--- src/rtl/video_scan_doubler_pkg.sv ---
// Shared constants and output-FSM state encoding for the VGA line doubler.
package video_scan_doubler_pkg;

    localparam int VGA_LINE_PIXELS  = 1024;
    localparam int VGA_HSYNC_CYCLES = 256;
    localparam int VGA_PERIOD_W     = 13;

    typedef enum logic [2:0] {
        SD_IDLE,
        SD_PASS0,
        SD_GAP0,
        SD_PASS1,
        SD_GAP1
    } sd_state_t;

endpackage

--- src/rtl/video_scan_doubler_line_buffer.sv ---
// Ping-pong line store: two banks of 1-bit pixels, one write port and one registered read port.
module video_line_buffer #(
    parameter int DEPTH = 1024,
    parameter int AW    = 10
) (
    input  logic          clock_i,
    input  logic          wr_en,
    input  logic          wr_bank,
    input  logic [AW-1:0] wr_addr,
    input  logic          wr_data,
    input  logic          rd_en,
    input  logic          rd_bank,
    input  logic [AW-1:0] rd_addr,
    output logic          rd_data
);

    logic mem [0:2*DEPTH-1];

    always_ff @(posedge clock_i) begin
        if (wr_en) begin
            mem[{wr_bank, wr_addr}] <= wr_data;
        end
    end

    always_ff @(posedge clock_i) begin
        if (rd_en) begin
            rd_data <= mem[{rd_bank, rd_addr}];
        end
    end

endmodule

--- src/rtl/video_scan_doubler.sv ---
// Line doubler: captures each 15.6 kHz source line and replays it twice at 2x pixel rate.
//
//   state    | meaning
//   ---------+------------------------------------------------------------
//   SD_IDLE  | source timing not locked, outputs held low
//   SD_PASS0 | first replay of the last captured line
//   SD_GAP0  | waiting for half of the previous source line period
//   SD_PASS1 | second replay of the same line
//   SD_GAP1  | waiting for the next source h-sync edge
module video_scan_doubler
    import video_scan_doubler_pkg::*;
#(
    parameter int LINE_PIXELS  = VGA_LINE_PIXELS,
    parameter int PERIOD_W     = VGA_PERIOD_W,
    parameter int HSYNC_CYCLES = VGA_HSYNC_CYCLES
) (
    input  logic clock_i,
    input  logic reset_n_i,
    input  logic pixel_clk_en_i,
    input  logic dbl_clk_en_i,
    input  logic video_i,
    input  logic h_sync_i,
    input  logic v_sync_i,
    output logic vga_video_o,
    output logic vga_h_sync_o,
    output logic vga_v_sync_o,
    output logic vga_de_o,
    output logic line_valid_o
);

    localparam int AW = $clog2(LINE_PIXELS);
    localparam int CW = AW + 1;
    localparam int HW = $clog2(HSYNC_CYCLES + 1);
    localparam logic [CW-1:0]       LINE_FULL  = CW'(LINE_PIXELS);
    localparam logic [PERIOD_W-1:0] PERIOD_MAX = '1;
    localparam logic [HW-1:0]       HS_LOAD    = HW'(HSYNC_CYCLES);

    logic                h_sync_q;
    logic                hs_edge;
    logic                wr_bank;
    logic [CW-1:0]       wr_addr;
    logic [CW-1:0]       rd_len;
    logic [CW-1:0]       rd_addr;
    logic [PERIOD_W-1:0] period_cnt;
    logic [PERIOD_W-1:0] half;
    logic [PERIOD_W-1:0] out_cnt;
    logic                period_sat;
    logic                seen_edge;
    logic                seen_nx;
    logic                line_valid;
    logic                valid_nx;
    sd_state_t           state;
    sd_state_t           state_nx;
    logic                pass_start;
    logic                in_pass;
    logic                rd_more;
    logic                rd_en;
    logic                rd_done;
    logic [HW-1:0]       hs_cnt;
    logic                v_sync_q;
    logic                de_q;
    logic                wr_en;
    logic                wr_bank_sel;
    logic [AW-1:0]       wr_addr_sel;
    logic                rd_data;

    assign hs_edge    = h_sync_i & ~h_sync_q;
    assign period_sat = (period_cnt == PERIOD_MAX);

    // Lock needs one full measured period: first edge arms, second edge validates.
    always_comb begin
        seen_nx  = seen_edge;
        valid_nx = line_valid;
        if (hs_edge) begin
            seen_nx  = 1'b1;
            valid_nx = seen_edge & ~period_sat;
        end else if (period_sat) begin
            seen_nx  = 1'b0;
            valid_nx = 1'b0;
        end
    end

    // The edge pixel belongs to the new line, so it goes to address 0 of the new bank.
    assign wr_en       = pixel_clk_en_i & (hs_edge | (wr_addr != LINE_FULL));
    assign wr_bank_sel = hs_edge ? ~wr_bank : wr_bank;
    assign wr_addr_sel = hs_edge ? '0 : wr_addr[AW-1:0];

    always_ff @(posedge clock_i or negedge reset_n_i) begin
        if (!reset_n_i) begin
            h_sync_q   <= 1'b0;
            wr_bank    <= 1'b0;
            wr_addr    <= '0;
            rd_len     <= '0;
            period_cnt <= '0;
            half       <= '0;
            seen_edge  <= 1'b0;
            line_valid <= 1'b0;
        end else begin
            h_sync_q   <= h_sync_i;
            seen_edge  <= seen_nx;
            line_valid <= valid_nx;
            if (hs_edge) begin
                wr_bank    <= ~wr_bank;
                rd_len     <= wr_addr;
                half       <= period_cnt >> 1;
                period_cnt <= '0;
                wr_addr    <= pixel_clk_en_i ? CW'(1) : '0;
            end else begin
                if (!period_sat) begin
                    period_cnt <= period_cnt + 1'b1;
                end
                if (wr_en) begin
                    wr_addr <= wr_addr + 1'b1;
                end
            end
        end
    end

    assign in_pass = (state == SD_PASS0) || (state == SD_PASS1);
    assign rd_more = (rd_addr != rd_len);
    assign rd_en   = in_pass & dbl_clk_en_i & rd_more & ~pass_start;
    assign rd_done = in_pass & dbl_clk_en_i & ~rd_more;

    always_ff @(posedge clock_i or negedge reset_n_i) begin
        if (!reset_n_i) begin
            state <= SD_IDLE;
        end else begin
            state <= state_nx;
        end
    end

    // Any source edge restarts at PASS0, even if a previous pass is still running.
    always_comb begin
        state_nx   = state;
        pass_start = 1'b0;
        if (!valid_nx) begin
            state_nx = SD_IDLE;
        end else if (hs_edge) begin
            state_nx   = SD_PASS0;
            pass_start = 1'b1;
        end else begin
            case (state)
                SD_PASS0: if (rd_done) state_nx = SD_GAP0;
                SD_GAP0: begin
                    if (out_cnt >= half) begin
                        state_nx   = SD_PASS1;
                        pass_start = 1'b1;
                    end
                end
                SD_PASS1: if (rd_done) state_nx = SD_GAP1;
                default: ;
            endcase
        end
    end

    always_ff @(posedge clock_i or negedge reset_n_i) begin
        if (!reset_n_i) begin
            out_cnt  <= '0;
            rd_addr  <= '0;
            hs_cnt   <= '0;
            v_sync_q <= 1'b0;
            de_q     <= 1'b0;
        end else if (!valid_nx) begin
            out_cnt  <= '0;
            rd_addr  <= '0;
            hs_cnt   <= '0;
            v_sync_q <= 1'b0;
            de_q     <= 1'b0;
        end else begin
            if (hs_edge) begin
                out_cnt <= '0;
            end else if (out_cnt != PERIOD_MAX) begin
                out_cnt <= out_cnt + 1'b1;
            end
            if (pass_start) begin
                rd_addr  <= '0;
                hs_cnt   <= HS_LOAD;
                v_sync_q <= v_sync_i;
                de_q     <= 1'b0;
            end else begin
                if (hs_cnt != '0) begin
                    hs_cnt <= hs_cnt - 1'b1;
                end
                if (rd_en) begin
                    rd_addr <= rd_addr + 1'b1;
                    de_q    <= 1'b1;
                end else if (rd_done) begin
                    de_q <= 1'b0;
                end
            end
        end
    end

    video_line_buffer #(
        .DEPTH (LINE_PIXELS),
        .AW    (AW)
    ) u_line_buffer (
        .clock_i (clock_i),
        .wr_en   (wr_en),
        .wr_bank (wr_bank_sel),
        .wr_addr (wr_addr_sel),
        .wr_data (video_i),
        .rd_en   (rd_en),
        .rd_bank (~wr_bank),
        .rd_addr (rd_addr[AW-1:0]),
        .rd_data (rd_data)
    );

    // Read data register is not reset; de_q masks it outside a pass.
    assign vga_video_o  = rd_data & de_q;
    assign vga_h_sync_o = (hs_cnt != '0);
    assign vga_v_sync_o = v_sync_q;
    assign vga_de_o     = de_q;
    assign line_valid_o = line_valid;

endmodule
--- config.mk ---
export PLATFORM = sky130hd
export DESIGN_NAME = video_scan_doubler
export DESIGN_NICKNAME = d
export VERILOG_FILES = /design/src/rtl/video_scan_doubler_pkg.sv /design/src/rtl/video_scan_doubler_line_buffer.sv /design/src/rtl/video_scan_doubler.sv
export SDC_FILE = /design/constraint.sdc
export NUM_CORES = 2
export LEC_CHECK = 0
export CAP_MARGIN = 20
export CORE_MARGIN = 2
export CORE_UTILIZATION = 30
export CTS_CLUSTER_SIZE = 14
export DETAILED_ROUTE_END_ITERATION = 12
export MAX_ROUTING_LAYER = met4
export PLACE_DENSITY = 0.53
export REMOVE_ABC_BUFFERS = 1
export SLEW_MARGIN = 10
export SYNTH_ARGS = -nofsm -noshare
export SYNTH_HDL_FRONTEND = slang
export SYNTH_SLANG_ARGS = --single-unit
--- constraint.sdc ---
create_clock -name clock_i -period 7.1 [get_ports clock_i]
set_input_delay 2.13 -clock clock_i [delete_from_list [all_inputs] [get_ports clock_i]]
set_output_delay 2.13 -clock clock_i [all_outputs]
set_load 0.01 [all_outputs]
==> results.sh <==
export IMPL_status="finished, final reports clean"
export IMPL_whs_ns=0.466
export IMPL_maxSlewHeadroom_pct=11.5
export IMPL_end_kind="flop"
export IMPL_worst_setup_path_type="flop to flop"
export IMPL_dieWidth_um=559
export IMPL_tns_ns=0
export IMPL_syn2layout_area_growth_pct=13.9
export IMPL_fin_nets=6297
export IMPL_place_congestion=0.825
export IMPL_fin_total_pwr_mw=27.4
export IMPL_grt_first_pass_wirelength_um=402000
export IMPL_arrival_ns=5.89
export IMPL_die_y_um=559
export IMPL_cts_buffer_depth=3
export IMPL_slew_viol_final=0
export IMPL_synth_avg_cell_area_um2=14.4
export IMPL_first_pass_iters=5
export IMPL_first_iter_violations=7736
export IMPL_critPathSlowestCell="a2111oi_0"
export IMPL_yosysUniqueCellTypes=69
export IMPL_crit_chain="buf_12 > and2_1 > buf_4 > a22o_1 > a21oi_1 > a2111oi_0 > a211oi_1 > a311oi_1 > o311ai_1 > o311a_1"
export IMPL_rsz0062_at_grt="false"
export IMPL_hold_buffers=0
export IMPL_dpl_cell_area_um2=97500
export IMPL_yosys_warnings=0
export IMPL_htree_levels=4
export IMPL_synth_enable_flop_cells=2049
export IMPL_min_period_ns=5.32
export IMPL_synth_async_reset_ratio_pct=4.16
export IMPL_grt_max_degree=274
export IMPL_worstSkewPairLatency_ns=0.90
export IMPL_syn_inst=6392
export IMPL_final_common_cell="nor2_1"
export IMPL_antenna_found_initial=13
export IMPL_powerDensity_nw_per_um2=260
export IMPL_hp_class="flop to flop"
export IMPL_yosysTopAreaCell="edfxtp_1"
export IMPL_p_leak_nw=30.6
export IMPL_coreArea_um2=306000
export IMPL_cp_max_fo=62
export IMPL_grt_overflow=0
export IMPL_synth_top_area_share_pct=66.6
export IMPL_grt_pass1_vias=54900
export IMPL_fp_row_count=203
export IMPL_post_route_drc_count=0
export IMPL_portBuffers=11
export IMPL_ant_nets=0
export IMPL_die_area_um2=312000
export IMPL_cts_setup_buffers=0
export IMPL_clock_skew_ns=0.0720
export IMPL_vias=55800
export IMPL_start_util_pct=30.2
export IMPL_max_stage_delay_ns=1.03
export IMPL_maxCapViolations=0
export IMPL_clk_pin_slew_ns=0.06
export IMPL_place_hpwl_um=157000
export IMPL_cts_sinks=2138
export IMPL_hold_violations=0
export IMPL_syn_cell_area_um2=92300
export IMPL_finalSetupViolations=0
export IMPL_postLayoutCellArea_um2=105000
export IMPL_ys_seq_elements=2138
export IMPL_final_cell_mix="nor2_1 (2148), edfxtp_1 (2049), mux4_2 (492)"
export IMPL_boundaryPins=12
export IMPL_synth_area_top_cells="edfxtp_1 (67%), mux4_2 (12%), nor2_1 (8.8%)"
export IMPL_grt_util_all_layers_pct=18.5
export IMPL_fmax_mhz=188
export IMPL_viasPerCell=5.28
export IMPL_synth_flop_cell="edfxtp_1"
export IMPL_root_buffer="clkbuf_16"
export IMPL_cts_tree="done"
export IMPL_cts_buffers=222
export IMPL_ys_seq_area_share_pct=69.1
export IMPL_worst_pin_slew_ns=1.33
export IMPL_postCtsResizedCells=0
export IMPL_cp_top_family="compound AO/OA/AOI/OAI gates"
export IMPL_peakVddDrop_v=0.000242
export IMPL_worstSetupStartpointType="flop"
export IMPL_wl_um=285000
export IMPL_drive_gt1_share_pct=17.0
export IMPL_finalCritPeriodShare_pct=74.9
export IMPL_path_buf_inv=2
export IMPL_worst_ep_required_time_ns=7.67
export IMPL_avgRoutedWirePerCell_um=26.9
[final cells by class]
cell class              instances  area (µm²)
clock buffers                 283        5820
inverters                      25        93.8
flip-flops and latches       2138       63800
well taps                    4100        5130
clock inverters               127        1120
diodes                         10        25.0
repair buffers                250        3070
fillers                     29500      201000
multi-input cells            3635       26200
[flip-flops by register name, summed over array words and instances (netlist names)]
register and cells:
u_line_buffer.mem 2048, out_cnt 13, period_cnt 13, half 12, rd_addr 11, rd_len 11, wr_addr 11, hs_cnt 9
state 3, h_sync_q 1, line_valid_o 1, seen_edge 1, u_line_buffer.rd_data 1, vga_de_o 1, vga_v_sync_o 1, wr_bank 1
[synth_stat cells (22+ instances only)]
master,instances
nor2_1,2156
nor3_1,48
nand2_1,224
a221oi_1,26
nand3_1,40
mux4_2,492
o22ai_1,23
xor2_1,36
mux2i_1,165
dfrtp_1,89
o21ai_0,52
a22oi_1,79
buf_6,29
buf_4,26
edfxtp_1,2049
inv_1,22
buf_2,46
a21oi_1,56
clkbuf_1,466
[worst register-to-register path, cell delays in order (launching register included)]
cell and delay (ns):
dfrtp_4 0.94, buf_12 0.51, and2_1 0.48, buf_4 0.50
a22o_1 0.26, a21oi_1 0.08, a2111oi_0 1.03, a211oi_1 0.30
a311oi_1 0.52, o311ai_1 0.14, o311a_1 0.26
[logic make-up (layout without fill, tap and decap cells)]
| logic type | after synthesis | count (layout) | synth area share (%) |
|---|---|---|---|
| compound gates | 334 | 334 | 2.49 |
| simple gates | 2564 | 2564 | 10.8 |
| other cells | 0 | 10 | 0 |
| buf+inv | 619 | 685 | 2.99 |
| xor+xnor | 54 | 54 | 0.512 |
| mux | 665 | 665 | 13.9 |
| fa+ha+maj | 18 | 18 | 0.244 |
| flops | 2138 | 2138 | 69.1 |
[metal layers]
metal	vias up	track usage [%]	routed length, µm
li1	23200	-	-
met1	29700	24.6	117000
met2	2468	29.3	136000
met3	447	2.89	24000
met4	0	5.09	8170
met5	-	-	0
[report_power, final]
group / internal (mW) / switching [mW]
combinational: 0.856 / 1.31
sequential: 13.9 / 0.0866
clock: 6.20 / 5.04
total: 20.9 / 6.44
[worst paths after layout]
path / from / end / slack [ns] / cells after the start
worst max-delay path: rd_addr[1] / u_line_buffer.rd_data / 1.78 / 10
max in group asynchronous: reset_n_i / rd_addr[2] / 4.64 / 2
worst min-delay path: period_cnt[1] / half[0] / 0.47 / 2
worst min register to register: period_cnt[1] / half[0] / 0.47 / 2
worst max register to register: rd_addr[1] / u_line_buffer.rd_data / 1.78 / 10
min in group asynchronous: reset_n_i / hs_cnt[4] / 1.28 / 1
[through the flow]
| step | utilization [%] | instances | setup slack [ns] |
|---|---|---|---|
| floorplan | - | 5798 | -16.13 |
| global route | 34.4 | 10600 | 1.74 |
| CTS | 34.1 | 10500 | 1.83 |
| detailed placement | 31.9 | 10100 | 1.24 |
| finish | 34.4 | 10600 | 1.78 |
| global placement | 31.8 | 10100 | 1.24 |
(Power assumes the default switching activity.)
